<file path="src/rtl/code_entry_if.sv">
// Symbol-entry bus between the keypad side (master) and the code_entry checker (slave).
// The slave drives the lockout/match flags into the downstream pass gate.
interface code_entry_if;
  logic [3:0] sym;
  logic       sym_valid;
  logic       clr;
  logic       x;
  logic       y;
  logic [1:0] cnt;
  logic [1:0] fails;

  modport master (output sym, sym_valid, clr, input x, y, cnt, fails);
  modport slave  (input sym, sym_valid, clr, output x, y, cnt, fails);
endinterface

</file>
<file path="src/rtl/code_entry.sv">
// Four-symbol code checker with a failed-attempt counter and a timed lockout.
// Drives x (lockout) and y (match) of the downstream pass gate.
module code_entry #(
  parameter logic [15:0] CODE        = 16'h1234,
  parameter int          MAX_FAIL    = 3,
  parameter int          LOCK_CYCLES = 16
) (
  input logic         clk,
  input logic         rst,
  code_entry_if.slave bus
);

  typedef enum logic [1:0] {
    COLLECT = 2'd0,
    MATCH   = 2'd1,
    FAIL    = 2'd2,
    LOCKOUT = 2'd3
  } state_t;

  localparam logic [1:0] FAIL_LIMIT = 2'(MAX_FAIL);
  localparam logic [7:0] LOCK_LOAD  = 8'(LOCK_CYCLES - 1);

  state_t     state, state_n;
  logic [1:0] cnt, cnt_n;
  logic [1:0] fails, fails_n;
  logic       mismatch, mismatch_n;
  logic [7:0] timer, timer_n;
  logic       x_q, y_q;
  logic [3:0] expected_sym;
  logic       miss;

  // First symbol of the code sits in the top nibble.
  always_comb begin
    unique case (cnt)
      2'd0:    expected_sym = CODE[15:12];
      2'd1:    expected_sym = CODE[11:8];
      2'd2:    expected_sym = CODE[7:4];
      default: expected_sym = CODE[3:0];
    endcase
  end

  assign miss = mismatch | (bus.sym != expected_sym);

  always_comb begin
    // NOTE: every variable gets a default before the case, so no path leaves one unassigned and no latch is inferred.
    state_n    = state;
    cnt_n      = cnt;
    fails_n    = fails;
    mismatch_n = mismatch;
    timer_n    = timer;

    unique case (state)
      COLLECT: begin
        if (bus.clr) begin
          cnt_n      = 2'd0;
          mismatch_n = 1'b0;
        end else if (bus.sym_valid) begin
          if (cnt == 2'd3) begin
            state_n    = miss ? FAIL : MATCH;
            fails_n    = miss ? fails : 2'd0;
            cnt_n      = 2'd0;
            mismatch_n = 1'b0;
          end else begin
            cnt_n      = cnt + 2'd1;
            mismatch_n = miss;
          end
        end
      end
      MATCH: begin
        if (bus.clr) state_n = COLLECT;
      end
      FAIL: begin
        fails_n = fails + 2'd1;
        if (fails_n == FAIL_LIMIT) begin
          state_n = LOCKOUT;
          timer_n = LOCK_LOAD;
        end else begin
          state_n = COLLECT;
        end
      end
      LOCKOUT: begin
        // Timer was loaded with LOCK_CYCLES-1, so exiting at zero gives exactly LOCK_CYCLES cycles.
        if (timer == 8'd0) begin
          state_n = COLLECT;
          fails_n = 2'd0;
        end else begin
          timer_n = timer - 8'd1;
        end
      end
      default: state_n = COLLECT;
    endcase
  end

  // NOTE: sequential state uses non-blocking assignments so every flop samples pre-edge values.
  always_ff @(posedge clk or posedge rst) begin
    if (rst) begin
      state    <= COLLECT;
      cnt      <= 2'd0;
      fails    <= 2'd0;
      mismatch <= 1'b0;
      timer    <= 8'd0;
      x_q      <= 1'b0;
      y_q      <= 1'b0;
    end else begin
      state    <= state_n;
      cnt      <= cnt_n;
      fails    <= fails_n;
      mismatch <= mismatch_n;
      timer    <= timer_n;
      x_q      <= (state_n == LOCKOUT);
      y_q      <= (state_n == MATCH);
    end
  end

  assign bus.x     = x_q;
  assign bus.y     = y_q;
  assign bus.cnt   = cnt;
  assign bus.fails = fails;

endmodule

</file>
<file path="src/flat_wrapper.sv">
// flat-port wrapper written by rule: the top's interface ports become plain ports
module code_entry_flat 
#(
  parameter logic [15:0] CODE        = 16'h1234,
  parameter int          MAX_FAIL    = 3,
  parameter int          LOCK_CYCLES = 16
)
  (clk, rst, bus_sym, bus_sym_valid, bus_clr, bus_x, bus_y, bus_cnt, bus_fails);
  code_entry_if bus_i ();
  input logic clk;
  input logic rst;
  input wire logic [$bits(bus_i.sym)-1:0] bus_sym;
  input wire logic [$bits(bus_i.sym_valid)-1:0] bus_sym_valid;
  input wire logic [$bits(bus_i.clr)-1:0] bus_clr;
  output wire logic [$bits(bus_i.x)-1:0] bus_x;
  output wire logic [$bits(bus_i.y)-1:0] bus_y;
  output wire logic [$bits(bus_i.cnt)-1:0] bus_cnt;
  output wire logic [$bits(bus_i.fails)-1:0] bus_fails;
  assign bus_i.sym = bus_sym;
  assign bus_i.sym_valid = bus_sym_valid;
  assign bus_i.clr = bus_clr;
  assign bus_x = bus_i.x;
  assign bus_y = bus_i.y;
  assign bus_cnt = bus_i.cnt;
  assign bus_fails = bus_i.fails;
  code_entry #(.CODE(CODE), .MAX_FAIL(MAX_FAIL), .LOCK_CYCLES(LOCK_CYCLES)) u_core (.clk(clk), .rst(rst), .bus(bus_i));
endmodule
</file>
<file path="config.mk">
export PLATFORM = sky130hd
export DESIGN_NAME = code_entry_flat
export DESIGN_NICKNAME = d
export VERILOG_FILES = /design/src/rtl/code_entry_if.sv /design/src/rtl/code_entry.sv /design/src/flat_wrapper.sv
export SDC_FILE = /design/constraint.sdc
export NUM_CORES = 1
export LEC_CHECK = 0
export CAP_MARGIN = 10
export CORE_MARGIN = 1.5
export CORE_UTILIZATION = 59
export CTS_BUF_LIST = sky130_fd_sc_hd__clkbuf_4 sky130_fd_sc_hd__clkbuf_8
export DETAILED_ROUTE_END_ITERATION = 7
export PLACE_DENSITY = 0.86
export SYNTH_ARGS = -nofsm -noshare
export SYNTH_HDL_FRONTEND = slang
export SYNTH_SLANG_ARGS = --single-unit
</file>
<file path="constraint.sdc">
create_clock -name clk -period 5.5 [get_ports clk]
set_clock_uncertainty 0.1 [all_clocks]
set_input_delay 0.55 -clock clk [delete_from_list [all_inputs] [get_ports clk]]
set_output_delay 0.55 -clock clk [all_outputs]
set_load 0.01 [all_outputs]
</file>
==> impl_results.md, run 1 <==
- Data arrival time of the critical path: ~2000 ps
- Overall routing resource usage: 0.215
- Io pins: 14
- PD cells: 323 nW/um^2
- Syn Nets: 106
- Initial antenna violation count: 0
- Crit path required time: between 5000 and 6000 ps
- Final core utilization: 0.745
- H-tree Lvls: 1
- Post-synth EDFFs: 0
- Max Root-Sink Buffers: 2
- Mux share of post-synthesis cell area: 0.0116
- Floorplan row count: 14
- PnR Total Power: 0.366 mW
- Drt first pass iters: 4
- Number of global-route vias before repair: 724
- Register area: between 400 and 500 um^2
- FF+latch count, synth: 17
- Worst r2r path cells: 6
- Antenna viol nets, final: 0
- Crit Path Class: flop to flop
- Post-CTS Hold Buffers: 0
- Max cap viols: 0
- Avg Inst Size Synth: about 10 um^2
- Ys async rst share: 1.00
- Largest net degree at the start of global routing: 18
- Area growth syn-to-layout: 16.4%
- Fmax: roughly 0.52 GHz
- CP Max Fanout: 7
- CTS tree: done
- Main area contributors after synthesis: dfrtp_1, ha_1, xor2_1
- Largest area contributor in the netlist: dfrtp_1
- Gr ovfl total: 0
- Clock slew at reported path FFs: ~100 ps
- Unique masters post-synth: 39
- Setup TNS: 0 ps
- Hold crit path type: flop to flop
- Share of the synthesized area in the top cell type: 0.436
- Adder-cell share of the synthesized area: 0.0642
- Final Setup Violations: 0
- Compound-gate portion of the synthesized area: 0.164
- Vias/cell: a little over 6
- # DRC: 0
- Clk Latency, worst-skew pair: around 290 ps
- DR iter-0 viols: 8
- Clock root buffer: clkbuf_4
- Max transition margin: 0.584
- FILL cells: around 100
- Nets: 122
- Main combinational cell family by area after synthesis: simple AND/OR/NAND/NOR gates
- DIE WIDTH: about 44 um
- Slew Limit Fails: 0
- # clock sinks: 17
- Simple-gate area share of the yosys netlist: 0.220
- # port buffers: 13
- Cells after Synth: between 90 and 100
- First-pass GRT wire length: between 3000 and 4000 um
- Post-route minimum period: 1920 ps
- Setup repair bufs after CTS: 0
- Period utilization: 0.349
- Placed insts: 120
- Ant. Diodes: 0
- Outcome: completed
- WHS Path Cells: 1
- Startpoint types: flop
- Hold WS: between 400 and 500 ps
- Post-DP HPWL: 1350 um
- RSZ-0062 raised after global routing: no
- Footprint of the multi-input gates: ~510 um^2
- Post-route cell area: roughly 1100 um^2
- GP Congestion: around 0.8
- Final Worst Setup Slack: 3580 ps
- Share of post-route cells with drive strength above 1: 0.139
- Final hold viol count: 0
- Routed WL per cell: approximately 14 um
- Via count: about 750
- IR Drop Worst-Case VDD: between 0.2 and 0.25 mV
- Initial core utilization: 0.640
- Drt total wl: between 1500 and 2000 um
- Die area: roughly 1900 um^2
- Core area: 1520 um^2
- LEAKAGE: around 0.53 nW
- Dpl cell area: about 1100 um^2
- Crit. End Element: flop
- Post-synthesis xor/xnor area fraction: 0.0629
- Syn. warnings: 0
- Slew @ Worst Pin: just over 600 ps
- Die Ht: between 40 and 50 um
- Non-filler cells, final: approximately 120
- Post_cts resized: 0
- Count leader, synth: dfrtp_1
- Post-Syn Area: ~970 um^2
- Pre-CTS WS: between 3000 and 4000 ps
- Cts bufs inserted: 3
- Top_reg_cell synth: dfrtp_1
- Most frequent cells after synthesis: dfrtp_1, nor2_1, inv_1
- Sequential share of the synthesized area: 0.436
==> per-layer routing <==
layer,wire length (um),vias up,GRT usage
met2,878,8,0.356
met4,12,0,0.0727
met3,37,2,0.0250
met5,0,-,0
met1,852,368,0.294
li1,-,370,-
==> report_power, final <==
group	switching [mW]	leakage [nW]	internal [mW]	total, mW
Combinational	0.0598	0.283	0.0703	0.130
Sequential	0.0249	0.224	0.145	0.170
Clock	0.0393	0.0177	0.0270	0.0663
Total	0.124	0.525	0.242	0.366
==> worst max-delay path, stage by stage, from the launching register on <==
cell and delay, ps:
dfrtp_1 430, inv_1 80, ha_1 190, nor3b_4 350, a21oi_2 170, or2_4 290
a31o_2 210
==> registers in the layout, indices dropped and copies added, names as in the netlist <==
name              count
u_core.bus.cnt        2
u_core.bus.fails      2
u_core.bus.x          1
u_core.bus.y          1
u_core.mismatch       1
u_core.state          2
u_core.timer          8
==> cell type report <==
class	count	share of cell area
timing repair buffer	13	0.115
clock buffer	3	0.0198
tap	16	0.0176
clock inverter	1	0.00441
inverter	6	0.0198
sequential	17	0.375
multi-input combinational	68	0.449
==> cell families after synthesis <==
kind of cell               after synthesis
AOI/OAI and AO/OA                       20
xor gates and xnor gates                 7
adders and majority gates                5
buffers and inverters                    8
DFF                                     17
muxes                                    1
and+or+nand+nor                         35
==> layout by cell type (no fill, tap or decap), drive strengths merged <==
cell type / count
a2111oi: 2
a211oi: 1
a21o: 2
a21oi: 3
a22o: 2
a31o: 1
a31oi: 4
and2: 1
and3: 1
clkbuf: 3
clkdlybuf4s50: 13
clkinv: 1
dfrtp: 17
ha: 5
inv: 6
mux2: 1
nand2: 4
nand2b: 1
nand3: 3
nand4: 1
nor2: 9
nor2b: 2
nor3: 3
nor3b: 3
nor4: 2
nor4b: 1
o21ai: 2
o21ba: 1
o31ai: 1
o32a: 1
or2: 1
or3: 1
or4: 2
xnor2: 2
xor2: 5
==> final timing paths <==
path / slack [ps] / startpoint / endpoint
setup / recovery: 3580 / u_core.timer[0]$_DFFE_PP0P_ / u_core.state[1]$_DFF_PP0_
hold / removal: 440 / u_core.mismatch$_DFFE_PP0P_ / u_core.mismatch$_DFFE_PP0P_
setup reg to reg: 3580 / u_core.timer[0]$_DFFE_PP0P_ / u_core.state[1]$_DFF_PP0_
hold reg to reg: 440 / u_core.mismatch$_DFFE_PP0P_ / u_core.mismatch$_DFFE_PP0P_
max in group asynchronous: 4350 / rst / u_core.state[0]$_DFF_PP0_
min in group asynchronous: 540 / rst / u_core.timer[1]$_DFFE_PP0P_
Note: power is estimated with default switching activity, not from simulation.
==> inputs of run 2 (changes only) <==
CORE_UTILIZATION = 55   (was 59)
PLACE_DENSITY = 0.8   (was 0.86)
clock period = 1.9 ns   (was 5.5 ns; I/O delays follow)
==> impl_results.md, run 2 (same netlist as run 1, synthesis figures left out) <==
- Placed insts: 125 (was 120)
- Share of post-route cells with drive strength above 1: 0.209 (was 0.139)
- Outcome: completed (unchanged)
- Gr ovfl total: 0 (unchanged)
- Routed WL per cell: 14.5 um (was 14.4 um)
- Most frequent cells in the layout: dfrtp_1, clkdlybuf4s50_1, nor2_1 (unchanged)
- Max Root-Sink Buffers: 2 (unchanged)
- Critical path cell sequence: buf_4 -> ha_1 -> xor2_1 -> nor4_2 -> and3_1 -> o32a_1 (was inv_1 -> ha_1 -> nor3b_4 -> a21oi_2 -> or2_4 -> a31o_2)
- Crit-path slowest cell: dfrtp_1 (unchanged)
- Final Setup Violations: 0 (unchanged)
- Startpoint types: flop (unchanged)
- Antenna viol nets, final: 0 (unchanged)
- Hold crit path type: primary input to async pin (was flop to flop)
- # clock sinks: 17 (unchanged)
- Max transition margin: 0.565 (was 0.584)
- Crit path required time: 1970 ps (was 5580 ps)
- Vias/cell: 5.97 (was 6.03)
- Clock root buffer: clkbuf_4 (unchanged)
- Final Worst Setup Slack: 102 ps (was 3580 ps)
- Clock slew at reported path FFs: 100 ps (about the same)
- Post-DP HPWL: 1410 um (was 1350 um)
- Post-route minimum period: 1800 ps (was 1920 ps)
- Cts bufs inserted: 3 (unchanged)
- DR iter-0 viols: 24 (was 8)
- Slew @ Worst Pin: 651 ps (was 623 ps)
- H-tree Lvls: 1 (unchanged)
- Max cap viols: 0 (unchanged)
- # DRC: 0 (unchanged)
- Most common cell after layout, fill and taps aside: dfrtp_1 (unchanged)
- Slew Limit Fails: 0 (unchanged)
- Fmax: 0.556 GHz (was 0.521 GHz)
- Ant. Diodes: 0 (unchanged)
- Core area: 1690 um^2 (was 1520 um^2)
- Drt total wl: 1920 um (was 1780 um)
- PD cells: 934 nW/um^2 (was 323 nW/um^2)
- Number of global-route vias before repair: 769 (was 724)
- Non-filler cells, final: 132 (was 124)
- Pre-CTS WS: -17.5 ps (was 3410 ps)
- Biggest register: u_core.timer (unchanged)
- Die Ht: 45.1 um (was 43.6 um)
- Clk Latency, worst-skew pair: 280 ps (was 290 ps)
- Drt first pass iters: 4 (unchanged)
- Max reg flops: 8 (unchanged)
- DIE WIDTH: 45.1 um (was 43.6 um)
- GP Congestion: 0.759 (was 0.799)
- Area growth syn-to-layout: 24.3% (was 16.4%)
- Initial antenna violation count: 0 (unchanged)
- First-pass GRT wire length: 3170 um (was 3040 um)
- Largest net degree at the start of global routing: 18 (unchanged)
- Via count: 788 (was 748)
- Max stage delay on crit path: 400 ps (was 430 ps)
- CTS tree: done (unchanged)
- Data arrival time of the critical path: 1870 ps (was 2000 ps)
- # port buffers: 13 (unchanged)
- IR Drop Worst-Case VDD: 0.641 mV (was 0.224 mV)
- Nets: 129 (was 122)
- Crit Path Class: flop to flop (unchanged)
- Io pins: 14 (unchanged)
- Period utilization: 0.946 (was 0.349)
- Overall routing resource usage: 0.215 (about the same)
- Die area: 2030 um^2 (was 1900 um^2)
- Initial core utilization: 0.577 (was 0.640)
- LEAKAGE: 0.559 nW (was 0.525 nW)
- Floorplan row count: 15 (was 14)
- Setup TNS: 0 ps (unchanged)
- CP Max Fanout: 4 (was 7)
- Crit. End Element: flop (unchanged)
- Final hold viol count: 0 (unchanged)
run 2: cell types whose count changed in the layout (fill, tap and decap cells not counted):
cell,previous run,this run
buf_4,0,7
a2111oi_2,2,1
a2111oi_4,0,1
clkbuf_4,3,4
clkinv_2,1,0
dfrtp_1,17,16
dfrtp_2,0,1
nor4_1,1,0
nor4_2,1,2
run 2: layout make-up:
type                    instances  area (um^2)
fillers                       133          478
multi-input cells              68          528
well taps                      17         21.3
flip-flops and latches         17          427
clock buffers                   4         30.0
inverters                       6         22.5
repair buffers                 20          183
run 2: timing repair:
| item | 4_1_cts | 5_1_grt |
|---|---|---|
| hold buffers | 0 | 0 |
| gates resized for setup | 0 | 3 |
| endpoints found under the setup margin | 2 | 8 |
| pin swaps | 0 | 1 |
| setup buffers | 1 | 2 |
run 2: per-stage QoR:
| step | power (mW) | instance area (um^2) | util | hold WS, ps |
|---|---|---|---|---|
| final | 1.13 | 1210 | 0.717 | 189 |
| after CTS | 1.11 | 1180 | 0.696 | 207 |
| after detailed placement | 0.895 | 1140 | 0.674 | 418 |
| after global placement | 0.880 | 1140 | 0.674 | 392 |
| after floorplan | 0.750 | 975 | - | 16.1 |
| after global routing | 1.21 | 1210 | 0.717 | 263 |
run 2: worst max-delay path: cells and delay by family (launching register included):
family                   cells  cell delay, ps
XOR/XNOR                     1             220
buffers and inverters        1             150
adder cells (fa/ha/maj)      1             240
flip-flops                   1             400
AO/OA/AOI/OAI                1             290
AND/OR/NAND/NOR              2             300
run 2: path summary, 6_finish.rpt:
check                      slack (ps)                           from                          end  cells after the start
max                               100  u_core.bus.cnt[1]$_DFFE_PP0P_    u_core.state[0]$_DFF_PP0_                      6
min                               190                            rst  u_core.timer[7]$_DFFE_PP0P_                      2
max reg2reg                       100  u_core.bus.cnt[1]$_DFFE_PP0P_    u_core.state[0]$_DFF_PP0_                      6
min reg2reg                       420    u_core.timer[0]$_DFFE_PP0P_  u_core.timer[0]$_DFFE_PP0P_                      1
max in group asynchronous        1050                            rst  u_core.timer[0]$_DFFE_PP0P_                      2
min in group clk                  420    u_core.timer[0]$_DFFE_PP0P_  u_core.timer[0]$_DFFE_PP0P_                      1
run 2: power breakdown:
part	internal [mW]	total, mW	switching [mW]
logic	0.241	0.444	0.204
clock network	0.0956	0.200	0.104
registers	0.420	0.487	0.0672
run 2: per-layer routing:
metal  share of wire  routed length, um  track usage
met4          0.0063                 12        0.100
met2            0.53               1030        0.357
met5               0                  0            0
met3           0.018                 34       0.0240
met1            0.44                845        0.279
